==> config.mk <==
export PLATFORM = sky130hd
export DESIGN_NAME = booth_divider_flat
export DESIGN_NICKNAME = d
export VERILOG_FILES = /design/src/rtl/booth_divider_if.sv /design/src/rtl/booth_divider.sv /design/src/flat_wrapper.sv
export SDC_FILE = /design/constraint.sdc
export NUM_CORES = 1
export LEC_CHECK = 0
export ABC_AREA = 1
export BUFFER_PORTS_ARGS = -buffer_cell sky130_fd_sc_hd__buf_2
export CAP_MARGIN = 40
export CORE_UTILIZATION = 45
export DETAILED_ROUTE_END_ITERATION = 6
export PLACE_DENSITY = 0.65
export REMOVE_ABC_BUFFERS = 1
export SLEW_MARGIN = 40
export SYNTH_ARGS = -nofsm -noshare
export SYNTH_HDL_FRONTEND = slang
export SYNTH_SLANG_ARGS = --single-unit
==> constraint.sdc <==
create_clock -name clk -period 2.3 [get_ports clk]
set_input_delay 0.345 -clock clk [delete_from_list [all_inputs] [get_ports clk]]
set_output_delay 0.345 -clock clk [all_outputs]
set_load 0.05 [all_outputs]
==> src/rtl/booth_divider_if.sv <==
// rtl/booth_divider_if.sv - start/done handshake bundle for the signed divider
//
// Purpose: groups the operand, result and handshake signals shared between
// the divider and whatever drives it.
// Signals:
//   start   begin a division (driven by master)
//   data_N  dividend, two's complement (driven by master)
//   data_D  divisor, two's complement (driven by master)
//   quot    quotient, truncated toward zero (driven by slave)
//   rem     remainder, sign of dividend (driven by slave)
//   done    one-cycle completion pulse (driven by slave)
//   busy    operation in progress (driven by slave)
//   dbz     divide-by-zero flag (driven by slave)
//   ovf     overflow flag for -2^(N-1) / -1 (driven by slave)
// Modports: master (requester side), slave (divider side).
interface booth_divider_if #(
  parameter int N = 4
) ();
  logic         start;
  logic [N-1:0] data_N;
  logic [N-1:0] data_D;
  logic [N-1:0] quot;
  logic [N-1:0] rem;
  logic         done;
  logic         busy;
  logic         dbz;
  logic         ovf;

  modport master (
    output start, data_N, data_D,
    input  quot, rem, done, busy, dbz, ovf
  );

  modport slave (
    input  start, data_N, data_D,
    output quot, rem, done, busy, dbz, ovf
  );
endinterface

==> src/rtl/booth_divider.sv <==
// rtl/booth_divider.sv - sequential signed non-restoring divider
//
// Purpose: computes quotient and remainder of two N-bit two's-complement
// operands, one quotient bit per ITER cycle, using a controller FSM and an
// A/Q/M/count datapath.
// Ports:
//   clk  rising-edge clock
//   rst  synchronous active-high reset; aborts any operation in progress
//   bus  booth_divider_if.slave: start/data_N/data_D in,
//        quot/rem/done/busy/dbz/ovf out (all outputs registered)
// Optional build macro: DIV_DBZ_FASTPATH_EN - a zero divisor skips the
// ITER phase and goes straight from LOAD to FIX (latency 3 instead of N+3).
module booth_divider #(
  parameter int N = 4
) (
  input logic            clk,
  input logic            rst,
  booth_divider_if.slave bus
);

  localparam int CNT_W = $clog2(N + 1);
  localparam logic [N-1:0] MIN_VAL = {1'b1, {(N-1){1'b0}}};

  typedef enum logic [2:0] {
    IDLE = 3'd0,
    LOAD = 3'd1,
    ITER = 3'd2,
    FIX  = 3'd3,
    DONE = 3'd4
  } state_t;

  state_t state;

  // Operands captured on the accepted start edge.
  logic [N-1:0]     n_reg;
  logic [N-1:0]     d_reg;

  // Datapath: A is one bit wider than the magnitudes so its MSB is the sign.
  logic [N:0]       a_reg;
  logic [N-1:0]     q_reg;
  logic [N-1:0]     m_reg;
  logic [CNT_W-1:0] count;
  logic             sign_n;
  logic             sign_x;
  logic             dbz_int;

  // Combinational helpers.
  logic [N-1:0]     n_abs;
  logic [N-1:0]     d_abs;
  logic [N:0]       m_ext;
  logic [N:0]       a_shift;
  logic [N:0]       a_step;
  logic [N:0]       a_fix;
  logic [N-1:0]     q_neg;
  logic [N-1:0]     r_mag;
  logic [N-1:0]     r_neg;
  logic             ovf_cond;

  always_comb begin
    // |-2^(N-1)| wraps to 2^(N-1), which is correct when read as unsigned.
    n_abs    = n_reg[N-1] ? -n_reg : n_reg;
    d_abs    = d_reg[N-1] ? -d_reg : d_reg;
    m_ext    = {1'b0, m_reg};
    a_shift  = {a_reg[N-1:0], q_reg[N-1]};
    // Non-restoring step: the sign of A before the shift picks add or subtract.
    a_step   = a_reg[N] ? (a_shift + m_ext) : (a_shift - m_ext);
    // A negative final partial remainder still carries one extra -M.
    a_fix    = a_reg[N] ? (a_reg + m_ext) : a_reg;
    r_mag    = a_fix[N-1:0];
    q_neg    = -q_reg;
    r_neg    = -r_mag;
    ovf_cond = (n_reg == MIN_VAL) && (d_reg == {N{1'b1}});
  end

  always_ff @(posedge clk) begin
    if (rst) begin
      state    <= IDLE;
      n_reg    <= '0;
      d_reg    <= '0;
      a_reg    <= '0;
      q_reg    <= '0;
      m_reg    <= '0;
      count    <= '0;
      sign_n   <= 1'b0;
      sign_x   <= 1'b0;
      dbz_int  <= 1'b0;
      bus.quot <= '0;
      bus.rem  <= '0;
      bus.done <= 1'b0;
      bus.busy <= 1'b0;
      bus.dbz  <= 1'b0;
      bus.ovf  <= 1'b0;
    end else begin
      bus.done <= 1'b0;
      case (state)
        IDLE: begin
          if (bus.start) begin
            n_reg    <= bus.data_N;
            d_reg    <= bus.data_D;
            bus.busy <= 1'b1;
            state    <= LOAD;
          end
        end

        LOAD: begin
          sign_n  <= n_reg[N-1];
          sign_x  <= n_reg[N-1] ^ d_reg[N-1];
          q_reg   <= n_abs;
          m_reg   <= d_abs;
          a_reg   <= '0;
          count   <= CNT_W'(N);
          dbz_int <= (d_reg == '0);
          // Flags of the previous result are dropped once a new op starts.
          bus.dbz <= 1'b0;
          bus.ovf <= 1'b0;
`ifdef DIV_DBZ_FASTPATH_EN
          state   <= (d_reg == '0) ? FIX : ITER;
`else
          state   <= ITER;
`endif
        end

        ITER: begin
          a_reg <= a_step;
          q_reg <= {q_reg[N-2:0], ~a_step[N]};
          count <= count - 1'b1;
          if (count == CNT_W'(1)) begin
            state <= FIX;
          end
        end

        FIX: begin
          a_reg <= a_fix;
          if (dbz_int) begin
            bus.quot <= {N{1'b1}};
            bus.rem  <= n_reg;
            bus.dbz  <= 1'b1;
            bus.ovf  <= 1'b0;
          end else if (ovf_cond) begin
            bus.quot <= MIN_VAL;
            bus.rem  <= '0;
            bus.ovf  <= 1'b1;
          end else begin
            bus.quot <= sign_x ? q_neg : q_reg;
            bus.rem  <= sign_n ? r_neg : r_mag;
          end
          bus.busy <= 1'b0;
          state    <= DONE;
        end

        DONE: begin
          bus.done <= 1'b1;
          state    <= IDLE;
        end

        default: begin
          state <= IDLE;
        end
      endcase
    end
  end

endmodule

==> src/flat_wrapper.sv <==
// flat-port wrapper written by rule: the top's interface ports become plain ports
module booth_divider_flat 
#(
  parameter int N = 4
)
  (clk, rst, bus_start, bus_data_N, bus_data_D, bus_quot, bus_rem, bus_done, bus_busy, bus_dbz, bus_ovf);
  booth_divider_if #(.N(N)) bus_i ();
  input logic clk;
  input logic rst;
  input wire logic [$bits(bus_i.start)-1:0] bus_start;
  input wire logic [$bits(bus_i.data_N)-1:0] bus_data_N;
  input wire logic [$bits(bus_i.data_D)-1:0] bus_data_D;
  output wire logic [$bits(bus_i.quot)-1:0] bus_quot;
  output wire logic [$bits(bus_i.rem)-1:0] bus_rem;
  output wire logic [$bits(bus_i.done)-1:0] bus_done;
  output wire logic [$bits(bus_i.busy)-1:0] bus_busy;
  output wire logic [$bits(bus_i.dbz)-1:0] bus_dbz;
  output wire logic [$bits(bus_i.ovf)-1:0] bus_ovf;
  assign bus_i.start = bus_start;
  assign bus_i.data_N = bus_data_N;
  assign bus_i.data_D = bus_data_D;
  assign bus_quot = bus_i.quot;
  assign bus_rem = bus_i.rem;
  assign bus_done = bus_i.done;
  assign bus_busy = bus_i.busy;
  assign bus_dbz = bus_i.dbz;
  assign bus_ovf = bus_i.ovf;
  booth_divider #(.N(N)) u_core (.clk(clk), .rst(rst), .bus(bus_i));
endmodule
======== Word-level counts from Yosys, hierarchy flattened ========
Index checks and enable logic that the tools add are counted.
cells by class
  add/sub/neg operators ................... 8
  equality and inequality tests ........... 11
  multiplexer cells ....................... 24
  bitwise gates (word level) .............. 2
  reduce and logical (&&, ||, !) cells .... 12
operator list
  operator                                               number
  2-to-1 mux 4 bit                                       8
  negation 4 bit                                         4
  one-hot mux 5 bit (3 select lines)                     1
  one-hot mux 3 bit (4 select lines)                     1
  adder 5 x 4 -> 5 bit                                   2
  2-to-1 mux 5 bit                                       2
  AND reduction 2 bit                                    5
  == test 4 bit, second input constant                   2
  one-hot mux 4 bit (2 select lines)                     1
  == test 3 x 1 -> 1 bit, second input constant          2
  == test 3 x 2 -> 1 bit, second input constant          2
  2-to-1 mux 3 bit                                       2
  one-hot mux 1 bit (2 select lines)                     3
  one-hot mux 3 bit (2 select lines)                     1
  nonzero test 2 bit                                     3
  2-to-1 mux 1 bit                                       5
  subtractor 5 x 4 -> 5 bit                              1
  zero test 4 bit                                        1
  inequality test 2 x 1 -> 1 bit, second input constant  2
  == test 3 bit, second input constant                   1
  zero test 3 bit                                        1
  inequality test 3 x 1 -> 1 bit, second input constant  1
  nonzero test 3 bit                                     1
  subtractor 3 x 1 -> 3 bit, second input constant       1
  other kinds (4)                                        4
word-level totals
  flip-flop bits (word level) ............. 42
  input bits .............................. 11
  logic and storage cells ................. 73

======== Longest topological paths before layout ========
  word-level depth ........................ 6
  depth in mapped cells ................... 15

======== Worst setup path after synthesis ========
Ideal clock, no wire load.
  path kind ............................... register to register
  start point ............................. register u_core.m_reg[1]
  end point ............................... register u_core.q_reg[0]
  arrival time ............................ 1.941 ns
  slack ................................... 0.289 ns
  stages on the path, launching flop included .. 16
  buffers on the path ..................... 0
  path through ............................ dfxtp_1 -> inv_1 -> ha_1 -> inv_1 -> o21ai_0 -> inv_1 -> fa_1 -> inv_1 -> nand2_1 -> nand2_1 -> a21oi_1 -> inv_1 -> nand2_1 -> nand3_1 -> nand2_1 -> a21oi_1
on the way
  word-level cells in the longest chain between the ends .. 4
  elaborated cells on any way between the ends .. 5
RTL lines
  element                                                                   RTL line              source
  start: declaration                                                        booth_divider.sv:41   logic [N-1:0] m_reg;
  start signal: assignment                                                  booth_divider.sv:109  m_reg <= d_abs;
  subtractor 5 x 4 -> 5 bit / adder 5 x 4 -> 5 bit (equally long branches)  booth_divider.sv:66   a_step = a_reg[N] ? (a_shift + m_ext) : (a_shift - m_ext);
  2-to-1 mux 5 bit (*)                                                      booth_divider.sv:66
  inverter 1 bit (*)                                                        booth_divider.sv:125  q_reg <= {q_reg[N-2:0], ~a_step[N]};
  one-hot mux 4 bit (2 select lines) (*)                                    booth_divider.sv:95   case (state)
  end signal: assignment                                                    booth_divider.sv:108  q_reg <= n_abs;
  end signal: assignment                                                    booth_divider.sv:125
  end: declaration                                                          booth_divider.sv:40   logic [N-1:0] q_reg;
Mark *: on every way between the ends. The rest lies on a longest branch, timed or not.
A chain may end at the register's enable or synchronous reset.

======== Worst setup path after layout ========
Same ends and word-level chain as after synthesis.

==> impl_metrics.json <==
{
  "instances_no_fill": 424,
  "wl_per_cell_um": 12.9,
  "cp-start-kind": "register",
  "synthXorXnorAreaFrac": 0.0150,
  "fillerInstances": 473,
  "setup_violations": 0,
  "synth_cells": 330,
  "cts_buffers": 5,
  "setup_tns_ns": 0,
  "clkSinkCount": 42,
  "hold_class": "in2reg",
  "dp_hpwl_um": 3980,
  "clock_skew_ns": 0.00557,
  "ios": 23,
  "cts_hold_buf": 0,
  "synth_top_family_by_area": "simple AND/OR/NAND/NOR gates",
  "dpl.cell_count": 416,
  "grt_max_degree": 23,
  "die-area_um2": 5480,
  "routed_wl_um": 5460,
  "fin_nets": 386,
  "post_cts.repair.setup_buffers": 0,
  "ant_nets": 0,
  "gp_congestion": 0.825,
  "grt_pass1_wl_um": 8660,
  "yosys.area_share.adder": 0.108,
  "slowest_delay_ns": 0.42,
  "grt_use_total": 0.212,
  "final_hold_viol_count": 0,
  "highest_layer": "met4",
  "run_status": "finished clean",
  "critPathSlowestCell": "fa_1",
  "yosysSeqAreaShare": 0.360,
  "synthArstFlopShare": 0,
  "final_layout_size_suffix_gt1_frac": 0.134,
  "num_rows": 25,
  "io_buffers": 22,
  "synthSimpleGateAreaFrac": 0.230,
  "m1WireLength_um": 2750,
  "htree_levels": 2,
  "clk_latency_ns": 0.29,
  "min_period_ns": 2.12,
  "leakagePower_nw": 1.23,
  "dpl_cell_area_um2": 2530,
  "cts_root_buffer": "clkbuf_8",
  "wl_met3_um": 219,
  "start_util": 0.482,
  "cts_tree": "built",
  "synth-main-ff-cell": "dfxtp_1",
  "ys_types": 29,
  "cts.repair.resized": 0,
  "vias": 2127,
  "netlist_area_um2": 2340,
  "timing.final.crit_share": 0.920,
  "clkTransAtPathRegs_ns": 0.08,
  "required_ns": 2.53,
  "synth_compound_area_frac": 0.181,
  "avgSynthCellArea_um2": 7.08,
  "synth-seq-cells": 42,
  "grt_pass1_vias": 1771,
  "synth_area_leaders": "dfxtp_1, nand2_1, ha_1, inv_1, a21oi_1",
  "dr.pass1.iters": 5,
  "rsz0062_at_grt": "false",
  "worstPathArrival_ns": 2.35,
  "endpoint_kind": "register",
  "fp.coreArea_um2": 4850,
  "synthMuxAreaShare": 0,
  "final_area_um2": 2630,
  "diodes": 0,
  "slew_headroom": 0.573,
  "ir_drop_uv": 397,
  "worstPathCellList": "inv_1 > ha_1 > inv_1 > o21ai_1 > inv_1 > fa_1 > inv_1 > nand2_1 > nand2_1 > a21oi_1 > inv_1 > nand2_1 > nand3_1 > nand2_1 > a21oi_1",
  "syn2layout_area_growth_pct": 12.6,
  "ys_warn_count": 0,
  "drv_slew": 0,
  "finalPower_mw": 1.76,
  "yosysTopAreaCell": "dfxtp_1",
  "grt-ovfl-total": 0,
  "worst_pin_slew_ns": 0.640,
  "fmax_mhz": 472,
  "die_y_um": 74.1,
  "synth_top_area_frac": 0.360,
  "worstSetupPathType": "reg2reg",
  "drc": 0,
  "avgViaCountPerCell": 5.02,
  "path_buf_inv": 5,
  "cp_top_family": "adder cells",
  "cp_common_cell": "inv_1",
  "power.density_nw_per_um2": 669,
  "cts_buffer_depth": 2,
  "path_max_fanout": 4,
  "drtIter0Drc": 162,
  "maxCapViolCount": 0,
  "antenna_found_initial": 0,
  "synth_edf_count": 0,
  "wl_met2_um": 2430,
  "die_w_um": 74.1,
  "largest_reg_flops": 5
}
-- power by group --
part / switching (mW) / leakage, nW / internal [mW]
sequential: 0.0607 / 0.344 / 0.786
combinational: 0.263 / 0.834 / 0.147
clock: 0.262 / 0.0472 / 0.241
total: 0.585 / 1.23 / 1.17
-- layout by cell type, fill, tap and decap left out, drive strengths merged --
cell type	synthesis	final
o2111a	1	1
nor4	2	2
nand2	68	68
nand3b	1	1
buf	2	26
a22oi	2	2
dfxtp	42	42
nor3	4	4
a211oi	1	1
ha	17	17
o31ai	3	3
or2	3	3
o21ai	26	26
o22ai	2	2
inv	58	58
a21oi	31	31
clkinv	0	1
clkbuf	5	6
a31oi	11	11
clkinvlp	0	1
xor2	4	4
nand4	3	3
nor2	25	25
nand3	17	17
fa	2	2
-- cell families after synthesis --
| logic type | after synthesis |
|---|---|
| buffers and inverters | 65 |
| adder cells (fa/ha/maj) | 19 |
| XOR/XNOR | 4 |
| AND/OR/NAND/NOR | 123 |
| AO/OA/AOI/OAI | 77 |
| flip-flops | 42 |
-- cell type report --
class                      count  area [um^2]  area share
multi-input combinational    223         1250       0.475
sequential                    42          845       0.321
inverter                      58          218      0.0828
timing repair buffer          26          140      0.0533
tap                           67         83.8      0.0319
clock buffer                   6         82.6      0.0314
clock inverter                 2         12.5     0.00476
-- cells in the mapped netlist (all sizes together) (3+ instances only) --
cell    instances
or2             3
nand2          68
nand4           3
nor2           25
ha             17
a21oi          31
o31ai           3
xor2            4
nor3            4
o21ai          26
inv            58
clkbuf          5
nand3          17
dfxtp          42
a31oi          11
-- stage by stage --
stage	util	worst slack, ns	hold WS, ns
after detailed placement	0.522	0.0983	0.453
after global placement	0.522	0.175	0.450
after floorplan	-	0.289	0.414
final	0.542	0.183	0.328
after CTS	0.542	0.0838	0.323
after global routing	0.542	0.0194	0.337
-- layer usage --
metal,GRT usage,vias to the layer above
met2,0.326,51
met5,0,-
met4,0.0513,0
met3,0.0420,4
li1,-,1132
met1,0.305,940
-- path summary, 6_finish.rpt --
| check | startpoint | endpoint | slack, ns | cells past startpoint |
|---|---|---|---|---|
| worst max-delay path | u_core.m_reg[1] | u_core.q_reg[0] | 0.18 | 15 |
| worst min-delay path | bus_data_N[0] | u_core.n_reg[0] | 0.33 | 3 |
| worst max register to register | u_core.m_reg[1] | u_core.q_reg[0] | 0.18 | 15 |
| worst min register to register | u_core.bus.busy | u_core.bus.busy | 0.46 | 2 |
-- worst register-to-register path: stages, from the launching register on --
cell	delay (ns)
dfxtp_2	0.36
inv_1	0.08
ha_1	0.28
inv_1	0.03
o21ai_1	0.15
inv_1	0.09
fa_1	0.42
inv_1	0.09
nand2_1	0.05
nand2_1	0.05
a21oi_1	0.08
inv_1	0.06
nand2_1	0.04
nand3_1	0.10
nand2_1	0.06
a21oi_1	0.11
Power figures use the tool's default switching activity.
